**src/rtl/mips_fetch_pkg.sv**
```systemverilog
// Shared types and constants for the MIPS instruction-fetch front end.
// Latency: n/a (declarations only).
// Backpressure: n/a.
package mips_fetch_pkg;

  localparam int DEF_ADDR_WIDTH = 32;
  localparam int DEF_INST_WIDTH = 32;

  // Instruction addresses are word aligned; low two bits always cleared.
  localparam logic [31:0] PC_ALIGN_MASK = ~32'h3;

  // Value held in instruction registers when nothing has been fetched.
  localparam logic [31:0] INST_NOP = 32'h0;

  typedef enum logic [1:0] {
    BOOT  = 2'd0,
    FETCH = 2'd1,
    HOLD  = 2'd2
  } fetch_state_e;

endpackage

```
**src/rtl/fetch_skid_buffer.sv**
```systemverilog
// One-entry holding register for a fetched {pc, pc_plus4, inst} tuple.
// Latency: pushed entry is visible on the outputs the cycle after push.
// Backpressure: none internally; caller must only push when empty or popping.
//
// Ports:
//   core_clk_i, rst_n_i      clock, synchronous active-low reset
//   clear_i                  drop the held entry (wins over push/pop)
//   push_i / pop_i           load a new entry / release the held entry
//   pc_i, pc_plus4_i, inst_i entry to store
//   full_o                   an entry is held
//   pc_o, pc_plus4_o, inst_o held entry
module fetch_skid_buffer
  import mips_fetch_pkg::*;
#(
  parameter int ADDR_WIDTH = DEF_ADDR_WIDTH,
  parameter int INST_WIDTH = DEF_INST_WIDTH
) (
  input  logic                  core_clk_i,
  input  logic                  rst_n_i,
  input  logic                  clear_i,
  input  logic                  push_i,
  input  logic                  pop_i,
  input  logic [ADDR_WIDTH-1:0] pc_i,
  input  logic [ADDR_WIDTH-1:0] pc_plus4_i,
  input  logic [INST_WIDTH-1:0] inst_i,
  output logic                  full_o,
  output logic [ADDR_WIDTH-1:0] pc_o,
  output logic [ADDR_WIDTH-1:0] pc_plus4_o,
  output logic [INST_WIDTH-1:0] inst_o
);

  logic                  full_q, full_d;
  logic [ADDR_WIDTH-1:0] pc_q, pc_d;
  logic [ADDR_WIDTH-1:0] pc4_q, pc4_d;
  logic [INST_WIDTH-1:0] inst_q, inst_d;

  // Push takes precedence over pop so a simultaneous pop+push keeps the
  // buffer full with the newer entry.
  always_comb begin
    full_d = full_q;
    pc_d   = pc_q;
    pc4_d  = pc4_q;
    inst_d = inst_q;
    if (clear_i) begin
      full_d = 1'b0;
    end else if (push_i) begin
      full_d = 1'b1;
      pc_d   = pc_i;
      pc4_d  = pc_plus4_i;
      inst_d = inst_i;
    end else if (pop_i) begin
      full_d = 1'b0;
    end
  end

  always_ff @(posedge core_clk_i) begin
    if (!rst_n_i) begin
      full_q <= 1'b0;
      pc_q   <= '0;
      pc4_q  <= '0;
      inst_q <= INST_WIDTH'(INST_NOP);
    end else begin
      full_q <= full_d;
      pc_q   <= pc_d;
      pc4_q  <= pc4_d;
      inst_q <= inst_d;
    end
  end

  assign full_o     = full_q;
  assign pc_o       = pc_q;
  assign pc_plus4_o = pc4_q;
  assign inst_o     = inst_q;

endmodule

```
**src/rtl/pc_fetch_stage.sv**
```systemverilog
// MIPS IF stage: PC register, next-PC select, I-mem issue, IF/ID valid/ready output.
// Latency: issue -> IMEM_RDATA next cycle -> IF_VALID the cycle after; redirect -> target on IF_* at +3.
// Backpressure: IF_READY low parks one response in a skid entry and stops issue until it drains.
//
// Ports:
//   CLK, RESET_N                    clock, synchronous active-low reset
//   PC_PLUS4                        external adder result for PC_OUT
//   BRANCH_TAKEN/_TARGET, JUMP/_TARGET  single-cycle redirects (branch wins)
//   STALL                           freeze PC and issue
//   PC_OUT, IMEM_REQ, IMEM_RDATA    instruction memory interface
//   IF_VALID, IF_READY, IF_PC, IF_PC_PLUS4, IF_INST  output handshake to IF/ID
module pc_fetch_stage
  import mips_fetch_pkg::*;
#(
  parameter int                    ADDR_WIDTH = DEF_ADDR_WIDTH,
  parameter int                    INST_WIDTH = DEF_INST_WIDTH,
  parameter logic [ADDR_WIDTH-1:0] RESET_PC   = '0
) (
  input  logic                  CLK,
  input  logic                  RESET_N,
  input  logic [ADDR_WIDTH-1:0] PC_PLUS4,
  input  logic                  BRANCH_TAKEN,
  input  logic [ADDR_WIDTH-1:0] BRANCH_TARGET,
  input  logic                  JUMP,
  input  logic [ADDR_WIDTH-1:0] JUMP_TARGET,
  input  logic                  STALL,
  output logic [ADDR_WIDTH-1:0] PC_OUT,
  output logic                  IMEM_REQ,
  input  logic [INST_WIDTH-1:0] IMEM_RDATA,
  output logic                  IF_VALID,
  input  logic                  IF_READY,
  output logic [ADDR_WIDTH-1:0] IF_PC,
  output logic [ADDR_WIDTH-1:0] IF_PC_PLUS4,
  output logic [INST_WIDTH-1:0] IF_INST
);

  // Mask built by widening the two cleared bits, so it scales with ADDR_WIDTH.
  localparam logic [ADDR_WIDTH-1:0] ALIGN_MASK = ~ADDR_WIDTH'(~PC_ALIGN_MASK);

  fetch_state_e          state_q, state_d;
  logic [ADDR_WIDTH-1:0] pc_q, pc_d;
  logic                  infl_q, infl_d;
  logic [ADDR_WIDTH-1:0] tag_pc_q, tag_pc_d;
  logic [ADDR_WIDTH-1:0] tag_pc4_q, tag_pc4_d;
  logic                  out_vld_q, out_vld_d;
  logic [ADDR_WIDTH-1:0] out_pc_q, out_pc_d;
  logic [ADDR_WIDTH-1:0] out_pc4_q, out_pc4_d;
  logic [INST_WIDTH-1:0] out_inst_q, out_inst_d;

  logic                  redirect;
  logic [ADDR_WIDTH-1:0] redirect_pc;
  logic                  out_free;
  logic                  skid_full, skid_push, skid_pop, resp_to_out;
  logic [ADDR_WIDTH-1:0] skid_pc, skid_pc4;
  logic [INST_WIDTH-1:0] skid_inst;
  logic                  imem_req;

  // Branch resolves an older instruction than a jump, so it wins.
  assign redirect    = BRANCH_TAKEN | JUMP;
  assign redirect_pc = (BRANCH_TAKEN ? BRANCH_TARGET : JUMP_TARGET) & ALIGN_MASK;

  // Output register can take a new entry if empty or being drained now.
  assign out_free    = !out_vld_q || IF_READY;
  // Skid always drains first; a response lands behind it or, if the
  // output is blocked, parks in it. Redirect discards everything.
  assign skid_pop    = !redirect && skid_full && out_free;
  assign skid_push   = !redirect && infl_q && (skid_full || !out_free);
  assign resp_to_out = !redirect && infl_q && !skid_full && out_free;

  fetch_skid_buffer #(
    .ADDR_WIDTH (ADDR_WIDTH),
    .INST_WIDTH (INST_WIDTH)
  ) u_skid (
    .core_clk_i (CLK),
    .rst_n_i    (RESET_N),
    .clear_i    (redirect),
    .push_i     (skid_push),
    .pop_i      (skid_pop),
    .pc_i       (tag_pc_q),
    .pc_plus4_i (tag_pc4_q),
    .inst_i     (IMEM_RDATA),
    .full_o     (skid_full),
    .pc_o       (skid_pc),
    .pc_plus4_o (skid_pc4),
    .inst_o     (skid_inst)
  );

  // FSM: state register
  always_ff @(posedge CLK) begin
    if (!RESET_N) begin
      state_q <= BOOT;
    end else begin
      state_q <= state_d;
    end
  end

  // FSM: next state
  always_comb begin
    state_d = state_q;
    if (redirect) begin
      state_d = FETCH;
    end else begin
      unique case (state_q)
        BOOT:    state_d = FETCH;
        FETCH:   if (skid_push) state_d = HOLD;
        HOLD:    if (skid_pop && !skid_push) state_d = FETCH;
        default: state_d = BOOT;
      endcase
    end
  end

  // FSM: outputs. Issue is also withheld in the cycle a response is
  // parking in the skid: the next response would have nowhere to go if
  // IF_READY stays low.
  always_comb begin
    imem_req = 1'b0;
    if (state_q == FETCH && !skid_full && !skid_push && !STALL && !redirect) begin
      imem_req = 1'b1;
    end
  end

  // Datapath next state
  always_comb begin
    pc_d       = pc_q;
    infl_d     = imem_req;
    tag_pc_d   = tag_pc_q;
    tag_pc4_d  = tag_pc4_q;
    out_vld_d  = out_vld_q;
    out_pc_d   = out_pc_q;
    out_pc4_d  = out_pc4_q;
    out_inst_d = out_inst_q;

    if (redirect) begin
      pc_d = redirect_pc;
    end else if (imem_req) begin
      pc_d = PC_PLUS4;
    end

    if (imem_req) begin
      tag_pc_d  = pc_q;
      tag_pc4_d = PC_PLUS4;
    end

    if (redirect) begin
      out_vld_d = 1'b0;
    end else if (skid_pop) begin
      out_vld_d  = 1'b1;
      out_pc_d   = skid_pc;
      out_pc4_d  = skid_pc4;
      out_inst_d = skid_inst;
    end else if (resp_to_out) begin
      out_vld_d  = 1'b1;
      out_pc_d   = tag_pc_q;
      out_pc4_d  = tag_pc4_q;
      out_inst_d = IMEM_RDATA;
    end else if (IF_READY) begin
      out_vld_d = 1'b0;
    end
  end

  always_ff @(posedge CLK) begin
    if (!RESET_N) begin
      pc_q       <= RESET_PC;
      infl_q     <= 1'b0;
      tag_pc_q   <= '0;
      tag_pc4_q  <= '0;
      out_vld_q  <= 1'b0;
      out_pc_q   <= '0;
      out_pc4_q  <= '0;
      out_inst_q <= INST_WIDTH'(INST_NOP);
    end else begin
      pc_q       <= pc_d;
      infl_q     <= infl_d;
      tag_pc_q   <= tag_pc_d;
      tag_pc4_q  <= tag_pc4_d;
      out_vld_q  <= out_vld_d;
      out_pc_q   <= out_pc_d;
      out_pc4_q  <= out_pc4_d;
      out_inst_q <= out_inst_d;
    end
  end

  assign PC_OUT      = pc_q;
  assign IMEM_REQ    = imem_req;
  assign IF_VALID    = out_vld_q;
  assign IF_PC       = out_pc_q;
  assign IF_PC_PLUS4 = out_pc4_q;
  assign IF_INST     = out_inst_q;

endmodule
```
**config.mk**
```make
export PLATFORM = sky130hd
export DESIGN_NAME = pc_fetch_stage
export DESIGN_NICKNAME = d
export VERILOG_FILES = /design/src/rtl/mips_fetch_pkg.sv /design/src/rtl/fetch_skid_buffer.sv /design/src/rtl/pc_fetch_stage.sv
export SDC_FILE = /design/constraint.sdc
export NUM_CORES = 1
export LEC_CHECK = 0
export ABC_AREA = 1
export CAP_MARGIN = 0
export CORE_UTILIZATION = 50
export DETAILED_ROUTE_END_ITERATION = 12
export PLACE_DENSITY = 0.78
export SYNTH_ARGS = -nofsm -noshare
export SYNTH_HDL_FRONTEND = slang
export SYNTH_HIERARCHICAL = 1
export SYNTH_SLANG_ARGS = --single-unit
```
**constraint.sdc**
```tcl
create_clock -name CLK -period 2 [get_ports CLK]
set_input_delay 0.4 -clock CLK [delete_from_list [all_inputs] [get_ports CLK]]
set_output_delay 0.4 -clock CLK [all_outputs]
set_load 0.02 [all_outputs]
```
# Word level (Yosys, flattened, before mapping)
# Index checks and enable logic that the tools add are counted.
# classes
eq_ne	6
mux	19
bitwise	3
n_reduce_logical	29
# ops
op	n
$mux 32	9
$logic_and 1x1->1	11
$reduce_and 2->1	4
$mux 1	7
$logic_not 1->1	6
$ne 3x3->1 const B	2
$pmux 2 s3	1
$reduce_bool 2->1	3
$mux 2	2
$ne 2x2->1 const B	2
$reduce_bool 3->1	1
$eq 2x1->1 const B	1
$eq 2x2->1 const B	1
$logic_not 2->1	1
$logic_or 1x1->1	2
$not 1->1	2
$reduce_or 2->1	1
$or 1x1->1	1
# totals
ff_bits	293
in_bits	134
out_inout_bits	130
elab_cells	72

# Depth between registers and ports, before layout
# Gate-level depths: netlist of the first run.
# logic_depth
depth_word	12
depth_mapped	12
mapped_depth_nobuf	10

# Cells and area by module
# The synthesis of the first run kept the hierarchy.
# by_module_without_submodules
mod	instances	cells_each	area_each_um2
pc_fetch_stage	1	1059	7955.1
fetch_skid_buffer	1	626	4110.2

# Worst setup path before layout of the first run
# No wires, ideal clock.
# synth_timing
path_kind	input to register
start	input JUMP
end	register u_skid.pc4_q[18] (netlist: u_skid/pc_plus4_o[18])
setup_ps	113
t_arrival_ps	1605
setup_slack_ps	282
cell_stages	11
cell_sequence	inv_1 nand2_2 nor2_2 nand2_1 inv_1 buf_2 buf_2 buf_2 nand3_1 nand2_1 nor2_1
# synth_between
elab_chain_cells	5
elab_cells_between_ends	6
# synth_rtl
element	line	source
start: declaration	pc_fetch_stage.sv:24	input logic JUMP,
$or 1x1->1	pc_fetch_stage.sv:59	assign redirect = BRANCH_TAKEN | JUMP;
via redirect	pc_fetch_stage.sv:50	logic redirect;
$logic_not 1->1	pc_fetch_stage.sv:67	assign skid_push = !redirect && infl_q && (skid_full || !out_free);
$logic_and 1x1->1 (2 in series)	pc_fetch_stage.sv:67	
via skid_push	pc_fetch_stage.sv:53	logic skid_full, skid_push, skid_pop, resp_to_out;
$reduce_and 2->1 (no line)	-	
end signal: assignment	fetch_skid_buffer.sv:65	pc4_q <= pc4_d;
end: declaration	fetch_skid_buffer.sv:34	logic [ADDR_WIDTH-1:0] pc4_q, pc4_d;
# The timed path passes the listed nets, and every way through them passes these cells.
# A chain may end at the register's enable or synchronous reset.

# Worst setup path after layout of the first run
# layout_timing
start	input JUMP
end	output IMEM_REQ
# layout_between
elab_chain_cells	9
# layout_rtl
element	line	source
$or 1x1->1 *	pc_fetch_stage.sv:59	
via redirect	pc_fetch_stage.sv:50	
$logic_not 1->1 *	pc_fetch_stage.sv:67, pc_fetch_stage.sv:117	
$logic_and 1x1->1 (2 in series)	pc_fetch_stage.sv:67	
$logic_not 1->1	pc_fetch_stage.sv:117	if (state_q == FETCH && !skid_full && !skid_push && !STALL && !redirect) begin
$logic_and 1x1->1 (2 in series)	pc_fetch_stage.sv:117	
$logic_and 1x1->1 *	pc_fetch_stage.sv:117	
$mux 1 *	pc_fetch_stage.sv:117	
end: declaration	pc_fetch_stage.sv:28	output logic IMEM_REQ,
# The timed path passes the listed nets; every way through them passes the cells marked *.

==> results of run 1 <==
[layer usage]
| layer | global-route usage | wire, µm | up-vias |
|---|---|---|---|
| li1 | - | - | 5911 |
| met1 | 0.3681 | 14930 | 5526 |
| met2 | 0.5164 | 17650 | 549 |
| met3 | 0.07792 | 3959 | 84 |
| met4 | 0.1174 | 1330 | 2 |
| met5 | 0 | 12 | - |
[path summary, 6_finish.rpt]
path | to | slack, ns | depth (start not counted)
setup / recovery | IMEM_REQ | 0.002 | 8
hold reg to reg | IF_PC_PLUS4[25]$_SDFFE_PN0P_ | 0.47 | 2
setup reg to reg | PC_OUT[9]$_SDFFE_PN0P_ | 0.10 | 10
hold / removal | u_skid/inst_o[7]$_SDFFE_PN0P_ | 0.22 | 3
[critical path: stages]
cell and delay [ns]:
clkdlybuf4s50_1 0.50, inv_1 0.09, nand2_2 0.08, nor2_2 0.05, nand2_2 0.08, nand3_2 0.10
nor2_4 0.14, buf_4 0.16
[cell families (layout without fill, tap and decap cells)]
family                 count (synthesis)  after routing  share of synthesized area
DFF                                  293            293                     0.4862
and+or+nand+nor                      814            814                     0.2734
AOI/OAI and AO/OA                    316            316                     0.1482
buffers and inverters                262            509                    0.09230
[stage by stage]
step,util,power [mW],hold slack [ns]
final,0.6936,12.84,0.2248
after global routing,0.6936,13.26,0.2399
after CTS,0.6929,12.90,0.2156
after detailed placement,0.6504,7.253,0.4694
after global placement,0.6504,7.246,0.4617
after floorplan,-,6.621,0.4522
[cell type report]
class	instances	area share
clock buffers	46	0.05708
clock inverters	8	0.005977
inverters	130	0.03011
multi-input cells	1130	0.3128
flip-flops and latches	293	0.3592
well taps	319	0.02444
repair buffers	325	0.2103
[power by group]
part	leakage, nW	switching, mW	internal (mW)
registers	2.37	0.0934	5.93
logic	3.73	0.577	0.518
clock network	0.500	2.27	3.44
total	6.60	2.94	9.90
[state kept, by name (all words and copies together), names as in the netlist]
signal,count
u_skid/pc_o,32
infl_q,1
u_skid/inst_o,32
state_q,2
IF_INST,32
PC_OUT,32
IF_PC,32
IF_PC_PLUS4,32
u_skid/full_o,1
IF_VALID,1
tag_pc4_q,32
tag_pc_q,32
u_skid/pc_plus4_o,32
[placed cells by master, fill, tap and decap left out, types with 6 or more instances in the layout]
cell             netlist  final
dlymetal6s2s_1         0      6
nor2_1               280    277
buf_12                 0     29
dfxtp_1              293    293
clkbuf_16              0     31
buf_4                 16     38
clkinv_2               0      6
nand3_1              131    131
clkbuf_8               0     10
o21ai_0              139    139
a31oi_1               96     96
nand2_1              380    379
inv_1                124    123
clkdlybuf4s50_1        0    227
a22oi_1               30     30
a21oi_1               49     49
nand4_1               15     15
dlygate4sd2_1          0     24
[repair_timing]
| action | in CTS | in global routing |
|---|---|---|
| setup endpoints to repair | 24 | 17 |
| gates resized for setup | 30 | 7 |
| hold buffers | 0 | 0 |
==> results_dict.tcl, run 1 <==
set metrics [dict create \
    status "finished, final reports clean" \
    hold_start "RESET_N" \
    crit_fanout 2 \
    htree_levels 1 \
    synth_seq_area_share 0.4862 \
    setup_viol 0 \
    rsz0062_at_grt "yes" \
    vias_per_cell 5.363 \
    grt_remaining_overflow 0 \
    grt_usage 0.3044 \
    ys.warnings.count 6 \
    numCtsBuffers 30 \
    synth-seq-cells 293 \
    rows 56 \
    grt_max_degree 83 \
    vias 12070 \
    wl_per_cell_um 16.83 \
    fin_cells 2251 \
    die_area_um2 24760 \
    nets 2044 \
    synth_area_leaders "dfxtp_1, nand2_1, nor2_1" \
    regArea_um2 5866 \
    clock_latency_ns 0.55 \
    crit_path_end_kind "output pin" \
    core_um2 23540 \
    cp-start-kind "primary input" \
    netlist.area_leader.share 0.4862 \
    clk_path_buf_depth 3 \
    start_util 0.5125 \
    min_period_ns 1.998 \
    n_antenna_cell 0 \
    hold_viol_final 0 \
    cts_setup_buffers 0 \
    root_buffer "clkbuf_16" \
    ir_drop_v 0.0004496 \
    p_leak_nw 6.597 \
    globalplace.congestion 0.8801 \
    cts_tree "yes" \
    cp-startpoint "JUMP" \
    fillers 1992 \
    crit_required_ns 1.60 \
    synth.largest_area_cell "dfxtp_1" \
    cp.arrival_ns 1.60 \
    place_inst 2197 \
    slew_headroom 0.5051 \
    routed_wl_um 37880 \
    drt_iter0_markers 1070 \
    synth-edff-count 0 \
    die_height_um 157.3 \
    async_reset_ff_frac 0 \
    firstDrtPassIters 5 \
    crit_type "primary input to output pin" \
    io_buffer_count 259 \
    drive_gt1_frac 0.07091 \
    r2r-start "u_skid/full_o$_SDFFE_PP0P_" \
    synth.most_common_cell "nand2_1" \
    syn_avg_cell_area_um2 7.160 \
    syn_inst 1685 \
    p_per_area_nw_per_um2 786.2 \
    clk_pin_slew_ns 0.06 \
    synth_cell_type_count 21 \
    maxSlewViolCount 0 \
    io_pins 264 \
    worst_pin_slew_ns 0.7412 \
    fin_setup_tns_ns 0 \
    placedInstanceArea_um2 15310 \
    grt_pass1_vias 11310 \
    skew_ns 0.01002 \
    design_area_um2 16330 \
    hp-class "primary input to register" \
    fmaxAchievable_mhz 500.5 \
    mappedNetlistNets 1819 \
    post-route-period-util 0.9989 \
    die_x_um 157.3 \
    detail-route-antenna-nets 0 \
    yosys_most_used_dff "dfxtp_1" \
    grt_first_pass_wirelength_um 59330 \
    maxCapViolCount 0 \
    synth_commonest_cells "nand2_1, dfxtp_1, nor2_1" \
    dpl.hpwl_um 24910 \
    antenna_found_initial 1 \
    syn-cell-area_um2 12070 \
    clock_sinks 293 \
    syn_to_final_growth_pct 35.34 \
    multiInputGateArea_um2 5109 \
    drc_errors 0 \
    final.setup.worst_slack_ns 0.002192 \
    dp_worst_setup_slack_ns -0.5394 \
]
(Power assumes the default switching activity.)
==> run 2, diff against run 1 <==
--- a/config.mk
+++ b/config.mk
@@ -7,9 +7,10 @@
 export LEC_CHECK = 0
 export ABC_AREA = 1
 export CAP_MARGIN = 0
+export CORE_MARGIN = 2
 export CORE_UTILIZATION = 50
 export DETAILED_ROUTE_END_ITERATION = 12
-export PLACE_DENSITY = 0.78
+export DONT_BUFFER_PORTS = 1
 export SYNTH_ARGS = -nofsm -noshare
 export SYNTH_HDL_FRONTEND = slang
 export SYNTH_HIERARCHICAL = 1
==> run 2 against run 1 <==
Sequential share of layout area is 5.8 points higher. Cell area is 14% lower. Register-to-register slack hardly changed. Clock skew hardly changed. First-iteration DRC count is 2.2% lower. Critical path type is now register to output pin. Highest routed layer is now met4.
==> results_dict.tcl, run 2 (synthesis gave the netlist of run 1 again) <==
set metrics [dict create \
    hp-class "primary input to register" \
    worst_pin_slew_ns 0.7434 \
    htree_levels 1 \
    drt_iter0_markers 1046 \
    grt_usage 0.3043 \
    grt_pass1_vias 10370 \
    grt_first_pass_wirelength_um 61070 \
    crit_required_ns 1.60 \
    r2r-start "infl_q$_SDFF_PN0_" \
    ir_drop_v 0.0005124 \
    critPathCapture "IMEM_REQ" \
    status "finished, final reports clean" \
    crit_type "register to output pin" \
    grt_remaining_overflow 0 \
    maxSlewViolCount 0 \
    cp.arrival_ns 1.56 \
    drive_gt1_frac 0.06180 \
    clk_path_buf_depth 3 \
    fmaxAchievable_mhz 510.6 \
    root_buffer "clkbuf_16" \
    final_cell_mix "nand2_1, dfxtp_1, nor2_1" \
    crit_path_end_kind "output pin" \
    die_area_um2 25390 \
    detail-route-antenna-nets 0 \
    place_inst 1901 \
    post-route-period-util 0.9793 \
    fin_cells 2020 \
    power_mw 12.17 \
    die_x_um 159.3 \
    min_period_ns 1.959 \
    wl_per_cell_um 19.77 \
    numCtsBuffers 30 \
    cp-startpoint "IF_VALID$_SDFFE_PP0P_" \
    globalplace.congestion 0.7994 \
    p_per_area_nw_per_um2 864.3 \
    drc_errors 0 \
    io_buffer_count 0 \
    die_height_um 159.3 \
    core_um2 23610 \
    firstDrtPassIters 7 \
    io_pins 264 \
    skew_ns 0.01014 \
    clock_sinks 293 \
    p_leak_nw 5.544 \
    crit_fanout 8 \
    vias_per_cell 5.550 \
    reg2reg_slack_ns 0.10 \
    clk_pin_slew_ns 0.06 \
    cp-start-kind "register" \
    start_util 0.5110 \
    dpl.hpwl_um 21340 \
    setup_viol 0 \
    syn_to_final_growth_pct 16.66 \
    slew_headroom 0.5027 \
    nets 1819 \
    maxCapViolCount 0 \
    hold_viol_final 0 \
    grt_max_degree 125 \
    rows 56 \
    cts_tree "yes" \
    vias 11210 \
    routed_wl_um 39930 \
    clock_latency_ns 0.55 \
    reg2reg_depth 9 \
    antenna_found_initial 3 \
    reg2reg_to "PC_OUT[11]$_SDFFE_PN0P_" \
    final_common_cell "nand2_1" \
]
run 2: cell count changes in the layout (fill, tap and decap cells not counted), moves of 6 or more:
cell             change
buf_4               -24
clkbuf_8             -6
buf_12               -8
dlymetal6s2s_1       -6
dlygate4sd3_1       +60
clkdlybuf4s50_1    -227
dlygate4sd2_1       -24
run 2: worst min-delay path by stage:
stage          cells after the start                               from                                 to  slack, ns
2_1_floorplan                      2         tag_pc4_q[13]$_SDFFE_PN0N_         tag_pc4_q[13]$_SDFFE_PN0N_       0.45
5_1_grt                            2                        PC_PLUS4[8]             PC_OUT[8]$_SDFFE_PN0P_      0.006
6_report                           2                     IMEM_RDATA[23]           IF_INST[23]$_SDFFE_PN0P_      0.009
3_3_place_gp                       2  u_skid/pc_plus4_o[0]$_SDFFE_PN0P_  u_skid/pc_plus4_o[0]$_SDFFE_PN0P_       0.46
3_5_place_dp                       2       u_skid/pc_o[13]$_SDFFE_PN0P_             IF_PC[13]$_SDFFE_PN0P_       0.47
4_1_cts                            2                     IMEM_RDATA[27]           IF_INST[27]$_SDFFE_PN0P_     0.0004
run 2: through the flow:
stage | worst slack, ns | TNS (ns) | hold WS, ns | cell area [µm²] | utilization
finish | 0.04137 | 0 | 0.009313 | 14080 | 0.5961
floorplan | 0.2819 | 0 | 0.4522 | 12070 | -
global route | -0.01635 | -0.01647 | 0.006491 | 14070 | 0.5960
CTS | 0.002113 | 0 | 0.0004480 | 14000 | 0.5928
global placement | 0.1713 | 0 | 0.4618 | 12300 | 0.5209
detailed placement | 0.1292 | 0 | 0.4666 | 12300 | 0.5209
run 2: layout make-up:
cell class / count / area (µm²)
clock buffers: 41 / 853.3
diodes: 2 / 5.005
inverters: 130 / 494.2
repair buffers: 100 / 1250
fillers: 2225 / 9537
well taps: 319 / 399.1
flip-flops and latches: 293 / 5871
clock inverters: 5 / 50.05
multi-input cells: 1130 / 5154
run 2: worst max-delay path: stages (launching register included):
cell and delay [ns]:
dfxtp_2 0.33, nand2_2 0.12, nand2_4 0.08, nand2_4 0.10, nand3_4 0.09, nor2_4 0.13
buf_12 0.15
run 2: metal layers:
layer  up-vias  GRT usage  part of all wire  routed length, µm
li1       5468          -                 -                  -
met1      5226     0.3796              0.41              16380
met2       442     0.5010              0.46              18310
met3        75    0.09169             0.099               3939
met4         0     0.1074             0.032               1297
met5         -          0                 0                  0
run 2: where the power goes:
group | internal [mW] | switching [mW] | leakage (nW)
Sequential | 5.93 | 0.183 | 2.37
Clock | 3.06 | 2.25 | 0.448
Combinational | 0.305 | 0.445 | 2.72
run 2: repair_timing:
| action | 4_1_cts | 5_1_grt |
|---|---|---|
| cloned | 1 | 1 |
| gates resized for setup | 15 | 7 |
| setup buffers | 3 | 2 |
| endpoints found under the hold margin | 140 | 0 |
| setup endpoints to repair | 1 | 20 |
| hold buffers | 64 | 0 |
| pin swaps | 2 | 1 |
